<file path="config.mk">
export PLATFORM = sky130hd
export DESIGN_NAME = vid_timing_gen
export DESIGN_NICKNAME = d
export VERILOG_FILES = /design/src/rtl/vid_timing_gen.sv
export SDC_FILE = /design/constraint.sdc
export NUM_CORES = 1
export LEC_CHECK = 0
export ABC_AREA = 1
export BUFFER_PORTS_ARGS = -buffer_cell sky130_fd_sc_hd__buf_2
export CAP_MARGIN = 0
export CORE_MARGIN = 2
export CORE_UTILIZATION = 50
export CTS_CLUSTER_SIZE = 8
export DETAILED_ROUTE_END_ITERATION = 16
export PLACE_DENSITY = 0.7
export SLEW_MARGIN = 40
export SYNTH_ARGS = -nofsm -noshare
export SYNTH_HDL_FRONTEND = slang
export SYNTH_SLANG_ARGS = --single-unit
</file>
<file path="constraint.sdc">
create_clock -name sys_clk -period 6.4 [get_ports sys_clk]
set_clock_uncertainty 0.2 [all_clocks]
set_input_delay 1.28 -clock sys_clk [delete_from_list [all_inputs] [get_ports sys_clk]]
set_output_delay 1.28 -clock sys_clk [all_outputs]
set_load 0.02 [all_outputs]
</file>
<file path="src/rtl/vid_timing_gen.sv">
// Camera-style video timing generator: vsync/href/clken framing, x/y coordinates, linear pixel index, frame counter.
// Latency: every framing output is one register stage after the hcnt/vcnt/state counter state, all mutually aligned.
// Backpressure: none; once launched a frame free-runs at one counter step per clock. Optional VID_TPG_PATTERN_EN adds a test pattern.
module vid_timing_gen #(
  parameter int IMG_HDISP = 640,
  parameter int IMG_VDISP = 480,
  parameter int H_SYNC    = 5,
  parameter int H_BACK    = 5,
  parameter int H_FRONT   = 5,
  parameter int V_SYNC    = 1,
  parameter int V_BACK    = 0,
  parameter int V_FRONT   = 1,
  parameter int CNT_W     = 11,
  parameter int IDX_W     = 20,
  parameter int FCNT_W    = 16
) (
  input  logic              sys_clk,
  input  logic              sys_rst,
  input  logic              enable,
  input  logic              mode_single,
  input  logic              start,
`ifdef VID_TPG_PATTERN_EN
  input  logic [1:0]        pat_sel,
  output logic [23:0]       pix_data,
`endif
  output logic              busy,
  output logic              frame_done,
  output logic              post_frame_vsync,
  output logic              post_frame_href,
  output logic              post_frame_clken,
  output logic [CNT_W-1:0]  x_pos,
  output logic [CNT_W-1:0]  y_pos,
  output logic [IDX_W-1:0]  pix_index,
  output logic [FCNT_W-1:0] frame_cnt
);

  localparam int H_TOTAL = H_SYNC + H_BACK + IMG_HDISP + H_FRONT;
  localparam int V_TOTAL = V_SYNC + V_BACK + IMG_VDISP + V_FRONT;

  localparam logic [CNT_W-1:0] H_LAST     = CNT_W'(H_TOTAL - 1);
  localparam logic [CNT_W-1:0] V_LAST     = CNT_W'(V_TOTAL - 1);
  localparam logic [CNT_W-1:0] H_ACT_LO   = CNT_W'(H_SYNC + H_BACK);
  localparam logic [CNT_W-1:0] H_ACT_HI   = CNT_W'(H_SYNC + H_BACK + IMG_HDISP);
  localparam logic [CNT_W-1:0] V_ACT_LO   = CNT_W'(V_SYNC + V_BACK);
  localparam logic [CNT_W-1:0] V_ACT_HI   = CNT_W'(V_SYNC + V_BACK + IMG_VDISP);
  localparam logic [CNT_W-1:0] V_SYNC_END = CNT_W'(V_SYNC);

  typedef enum logic [1:0] {
    ST_IDLE  = 2'd0,
    ST_RUN   = 2'd1,
    ST_DRAIN = 2'd2
  } state_t;

  // Counter state
  state_t             state_q, state_d;
  logic [CNT_W-1:0]   hcnt_q, hcnt_d;
  logic [CNT_W-1:0]   vcnt_q, vcnt_d;
  logic               single_q, single_d;
  logic [IDX_W-1:0]   pix_cnt_q, pix_cnt_d;

  // Registered outputs
  logic               busy_q, busy_d;
  logic               frame_done_q, frame_done_d;
  logic               vsync_q, vsync_d;
  logic               href_q, href_d;
  logic [CNT_W-1:0]   x_q, x_d;
  logic [CNT_W-1:0]   y_q, y_d;
  logic [IDX_W-1:0]   idx_q, idx_d;
  logic [FCNT_W-1:0]  fcnt_q, fcnt_d;

  // Decoded view of the current counter state
  logic               running;
  logic               frame_end;
  logic               active;
  logic [CNT_W-1:0]   x_cur;
  logic [CNT_W-1:0]   y_cur;

  // Decode where the counters currently sit within the frame.
  always_comb begin
    running   = (state_q != ST_IDLE);
    frame_end = running && (hcnt_q == H_LAST) && (vcnt_q == V_LAST);
    active    = running &&
                (vcnt_q >= V_ACT_LO) && (vcnt_q < V_ACT_HI) &&
                (hcnt_q >= H_ACT_LO) && (hcnt_q < H_ACT_HI);
    x_cur     = hcnt_q - H_ACT_LO;
    y_cur     = vcnt_q - V_ACT_LO;
  end

  // Run-mode FSM and raster counters; a frame, once begun, always reaches its end.
  always_comb begin
    state_d  = state_q;
    hcnt_d   = hcnt_q;
    vcnt_d   = vcnt_q;
    single_d = single_q;
    case (state_q)
      ST_IDLE: begin
        if (mode_single ? start : enable) begin
          state_d  = ST_RUN;
          single_d = mode_single;
        end
      end
      ST_RUN: begin
        if (frame_end) begin
          // Continuous with enable still high rolls straight into the next frame.
          if (single_q || !enable) begin
            state_d = ST_IDLE;
          end
        end else if (!single_q && !enable) begin
          state_d = ST_DRAIN;
        end
      end
      ST_DRAIN: begin
        // enable is deliberately not looked at here; only IDLE may relaunch.
        if (frame_end) begin
          state_d = ST_IDLE;
        end
      end
      default: begin
        state_d = ST_IDLE;
      end
    endcase

    if (!running) begin
      hcnt_d = '0;
      vcnt_d = '0;
    end else if (hcnt_q == H_LAST) begin
      hcnt_d = '0;
      vcnt_d = (vcnt_q == V_LAST) ? '0 : vcnt_q + CNT_W'(1);
    end else begin
      hcnt_d = hcnt_q + CNT_W'(1);
    end
  end

  // Linear pixel index kept as a running count so no multiplier is needed.
  always_comb begin
    pix_cnt_d = pix_cnt_q;
    if (!running || frame_end) begin
      pix_cnt_d = '0;
    end else if (active) begin
      pix_cnt_d = pix_cnt_q + IDX_W'(1);
    end
  end

  // Next values of the framing outputs, derived only from the current counter state.
  always_comb begin
    busy_d       = running;
    frame_done_d = frame_end;
    vsync_d      = running && (vcnt_q >= V_SYNC_END);
    href_d       = active;
    x_d          = active ? x_cur : '0;
    y_d          = active ? y_cur : '0;
    idx_d        = active ? pix_cnt_q : '0;
    fcnt_d       = frame_end ? fcnt_q + FCNT_W'(1) : fcnt_q;
  end

  // State, counters and output registers; reset aborts any frame in flight.
  always_ff @(posedge sys_clk or posedge sys_rst) begin
    if (sys_rst) begin
      state_q      <= ST_IDLE;
      hcnt_q       <= '0;
      vcnt_q       <= '0;
      single_q     <= 1'b0;
      pix_cnt_q    <= '0;
      busy_q       <= 1'b0;
      frame_done_q <= 1'b0;
      vsync_q      <= 1'b0;
      href_q       <= 1'b0;
      x_q          <= '0;
      y_q          <= '0;
      idx_q        <= '0;
      fcnt_q       <= '0;
    end else begin
      state_q      <= state_d;
      hcnt_q       <= hcnt_d;
      vcnt_q       <= vcnt_d;
      single_q     <= single_d;
      pix_cnt_q    <= pix_cnt_d;
      busy_q       <= busy_d;
      frame_done_q <= frame_done_d;
      vsync_q      <= vsync_d;
      href_q       <= href_d;
      x_q          <= x_d;
      y_q          <= y_d;
      idx_q        <= idx_d;
      fcnt_q       <= fcnt_d;
    end
  end

  assign busy             = busy_q;
  assign frame_done       = frame_done_q;
  assign post_frame_vsync = vsync_q;
  assign post_frame_href  = href_q;
  assign post_frame_clken = href_q;
  assign x_pos            = x_q;
  assign y_pos            = y_q;
  assign pix_index        = idx_q;
  assign frame_cnt        = fcnt_q;

`ifdef VID_TPG_PATTERN_EN
  // Bar width; the last bar absorbs any remainder so it reaches the line end.
  localparam int BAR_W = (IMG_HDISP / 8 > 0) ? IMG_HDISP / 8 : 1;
  localparam logic [CNT_W-1:0] BAR_LAST = CNT_W'(BAR_W - 1);

  logic [1:0]       pat_q, pat_d;
  logic [2:0]       bar_q, bar_d;
  logic [CNT_W-1:0] bar_pos_q, bar_pos_d;
  logic [23:0]      pdat_q, pdat_d;
  logic [7:0]       fc8;
  logic [7:0]       x8;

  function automatic logic [23:0] bar_color(input logic [2:0] b);
    logic [23:0] c;
    case (b)
      3'd0:    c = 24'hFFFFFF;
      3'd1:    c = 24'hFFFF00;
      3'd2:    c = 24'h00FFFF;
      3'd3:    c = 24'h00FF00;
      3'd4:    c = 24'hFF00FF;
      3'd5:    c = 24'hFF0000;
      3'd6:    c = 24'h0000FF;
      default: c = 24'h000000;
    endcase
    return c;
  endfunction

  // Pattern select is captured while idle and at each frame end, so it is stable for a whole frame.
  always_comb begin
    pat_d = pat_q;
    if (!running || frame_end) begin
      pat_d = pat_sel;
    end
  end

  // Colour-bar position tracked incrementally along the line instead of dividing x_pos.
  always_comb begin
    bar_d     = bar_q;
    bar_pos_d = bar_pos_q;
    if (!active) begin
      bar_d     = '0;
      bar_pos_d = '0;
    end else if ((bar_pos_q == BAR_LAST) && (bar_q != 3'd7)) begin
      bar_d     = bar_q + 3'd1;
      bar_pos_d = '0;
    end else begin
      bar_pos_d = bar_pos_q + CNT_W'(1);
    end
  end

  // Pixel colour for the current counter position, zero outside the active region.
  always_comb begin
    fc8    = 8'(fcnt_q);
    x8     = 8'(x_cur);
    pdat_d = 24'h000000;
    if (active) begin
      case (pat_q)
        2'd0:    pdat_d = bar_color(bar_q);
        2'd1:    pdat_d = {x8, x8, x8};
        2'd2:    pdat_d = (x_cur[3] ^ y_cur[3]) ? 24'hFFFFFF : 24'h000000;
        default: pdat_d = {fc8, fc8, fc8};
      endcase
    end
  end

  // Pattern registers, aligned with href.
  always_ff @(posedge sys_clk or posedge sys_rst) begin
    if (sys_rst) begin
      pat_q     <= 2'd0;
      bar_q     <= 3'd0;
      bar_pos_q <= '0;
      pdat_q    <= 24'h000000;
    end else begin
      pat_q     <= pat_d;
      bar_q     <= bar_d;
      bar_pos_q <= bar_pos_d;
      pdat_q    <= pdat_d;
    end
  end

  assign pix_data = pdat_q;
`endif

endmodule

</file>
==> results.sh <==
export IMPL_crit_buf_inv=1
export IMPL_worstMarginPinSlew_ps=817.7
export IMPL_port_buffers=67
export IMPL_htreeDepth=3
export IMPL_wirelength_um=11940
export IMPL_drv_slew=0
export IMPL_clk_pin_slew_ps=90
export IMPL_die_w_um=109.9
export IMPL_routedWlPerCell_um=13.34
export IMPL_clockBufferDepth=2
export IMPL_yosysTopAreaCell="dfrtp_1"
export IMPL_crit_family="flip-flops"
export IMPL_end_kind="primary output"
export IMPL_max_freq_mhz=396.7
export IMPL_worstSetupPathType="reg -> out"
export IMPL_place_gp_congestion=0.9022
export IMPL_postSynthAreaPerCell_um2=8.136
export IMPL_diodes=0
export IMPL_tritoncts="built"
export IMPL_first_pass_iters=4
export IMPL_crit_path_top_delay_cell="dfrtp_1"
export IMPL_avgViaCountPerCell=5.061
export IMPL_io_pins=68
export IMPL_cts_buffers=9
export IMPL_die_area_um2=12070
export IMPL_synth_xor_area_share_pct=7.500
export IMPL_synthTopCellsByArea="dfrtp_1 48%, nand2_1 9.4%, nor2_1 7.6%"
export IMPL_setup_violations=0
export IMPL_period_share_pct=39.39
export IMPL_p_leak_nw=3.224
export IMPL_critical_path_max_stage_delay_ps=460
export IMPL_cp_required_ps=4920
export IMPL_p_total_mw=1.148
export IMPL_start_util_pct=51.48
export IMPL_synthCells=689
export IMPL_die_y_um=109.9
export IMPL_yosysSeqAreaShare_pct=47.77
export IMPL_grt_pass1_wl_um=19990
export IMPL_post_cts_setup_buffers=0
export IMPL_synth_top_area_share_pct=47.77
export IMPL_synth_ff_type="dfrtp_1"
export IMPL_cts_root_buf="clkbuf_8"
export IMPL_synth_adder_area_share_pct=2.232
export IMPL_setup_tns_ps=0
export IMPL_insertion_delay_ps=390
export IMPL_synthArstFlopShare_pct=100.0
export IMPL_core_area_um2=10890
export IMPL_gr_usage_all_layers_pct=21.09
export IMPL_rows=38
export IMPL_area_growth_pct=11.00
export IMPL_synth_mux_area_share_pct=0
export IMPL_max_slew_margin_rel_pct=45.48
export IMPL_syn_nets=704
export IMPL_drtIter0Drc=311
export IMPL_ys_ff_latch=107
export IMPL_hold_path_class="reg -> reg"
export IMPL_synth_edf_count=0
export IMPL_synth_most_common_cell="nand2_1"
export IMPL_drcViolationCount=0
export IMPL_postRouteAntennaNets=0
export IMPL_synth_common_cells="140 x nand2_1, 113 x nor2_1, 107 x dfrtp_1"
export IMPL_synth_simple_gate_area_share_pct=30.58
export IMPL_worstPathMaxFanout=5
export IMPL_grt_max_degree=65
export IMPL_drive_above_1_share_pct=16.03
export IMPL_worst_setup_path_start_kind="register"
export IMPL_synth_compound_area_share_pct=3.326
export IMPL_maxCapViolCount=0
export IMPL_antenna_found_initial=0
export IMPL_synth_cell_types=33
export IMPL_cts_sinks=107
export IMPL_num_nets_final=765
export IMPL_synth_top_family_by_area="simple AND/OR/NAND/NOR gates"
export IMPL_syn_area_um2=5605
export IMPL_num_vias=4530
export IMPL_p_per_area_nw_per_um2=184.6
export IMPL_path_cells="buf_2"
export IMPL_grt_pass1_vias=4385
export IMPL_finalHoldViolations=0
export IMPL_cp_data_arrival_time_ps=1040
export IMPL_outcome="completed"
export IMPL_fill_cells=999
export IMPL_ys_warn_count=0
export IMPL_finalCoreUtilization_pct=57.15
export IMPL_rsz0062_at_grt="false"
export IMPL_ctsResizeCount=0
export IMPL_peakVddDrop_v=0.00009711
export IMPL_hpwl_um=8370
export IMPL_hold_buffers=0
export IMPL_grt_ovfl_total=0
export IMPL_finalCriticalPeriod_ps=2521
metal layers:
metal | routed length (µm) | vias up | track usage (%) | part of all wire (%)
met5 | 0 | - | 0 | 0
met4 | 242 | 0 | 9.313 | 2.0
met3 | 400 | 13 | 2.964 | 3.4
met2 | 6088 | 73 | 36.11 | 51
met1 | 5207 | 2176 | 26.43 | 44
li1 | - | 2268 | - | -
worst paths after layout:
| path | from | endpoint | slack [ps] | depth (start not counted) |
|---|---|---|---|---|
| worst max-delay path | frame_cnt[7] | frame_cnt[7] | 3880 | 1 |
| worst min register to register | frame_cnt[15] | frame_cnt[15] | 340 | 2 |
| worst min-delay path | frame_cnt[15] | frame_cnt[15] | 340 | 2 |
| max in group asynchronous | sys_rst | frame_cnt[9] | 4300 | 3 |
| worst max register to register | vcnt_q[1] | pix_cnt_q[16] | 4040 | 11 |
| min in group asynchronous | sys_rst | pix_index[12] | 730 | 2 |
power breakdown:
part	internal, mW	switching (mW)	total (mW)
clock network	0.216	0.240	0.456
registers	0.676	0.000185	0.676
logic	0.00222	0.0144	0.0166
total	0.894	0.254	1.15
cell families after synthesis:
group                    after synthesis
AO/OA/AOI/OAI                         35
flip-flops                           107
adder cells (fa/ha/maj)               10
buffers and inverters                107
AND/OR/NAND/NOR                      382
XOR/XNOR                              48
state kept, by name, indices dropped and copies added, names as in the netlist, 2 cells and up:
| name | count |
|---|---|
| y_pos | 11 |
| frame_cnt | 16 |
| pix_cnt_q | 20 |
| vcnt_q | 11 |
| pix_index | 20 |
| state_q | 2 |
| hcnt_q | 11 |
| x_pos | 11 |
cell usage in the layout (no fill, tap or decap), types with 4 or more instances in the layout:
master and instances:
a21oi_1 12, buf_2 67, clkbuf_8 12, dfrtp_1 107, ha_1 10, inv_1 76, inv_2 9, nand2_1 140
nand3_1 75, nand4_1 7, nor2_1 113, nor2_2 6, nor2_4 4, nor3_1 17, nor3_2 4, o21ai_0 11
o21ai_1 5, o22ai_1 6, xnor2_1 4, xor2_1 44
layout make-up:
| class | instances | area, µm² | area share [%] |
|---|---|---|---|
| Clock buffer | 12 | 165.2 | 2.654 |
| Clock inverter | 4 | 56.30 | 0.9049 |
| Inverter | 88 | 335.3 | 5.389 |
| Multi-Input combinational cell | 475 | 2451 | 39.39 |
| Sequential cell | 107 | 2678 | 43.03 |
| Tap cell | 140 | 175.2 | 2.815 |
| Timing Repair Buffer | 69 | 361.6 | 5.811 |
per-stage QoR:
stage | cell area, µm² | hold WS (ps) | cells | worst slack, ps
after global placement | 5977 | 311.2 | 878 | 3590
after CTS | 6203 | 345.9 | 894 | 3865
final | 6222 | 340.4 | 895 | 3879
after detailed placement | 5982 | 317.6 | 878 | 3544
after global routing | 6222 | 375.9 | 895 | 3818
after floorplan | 5605 | 291.5 | 689 | 2103
Power figures use the tool's default switching activity.
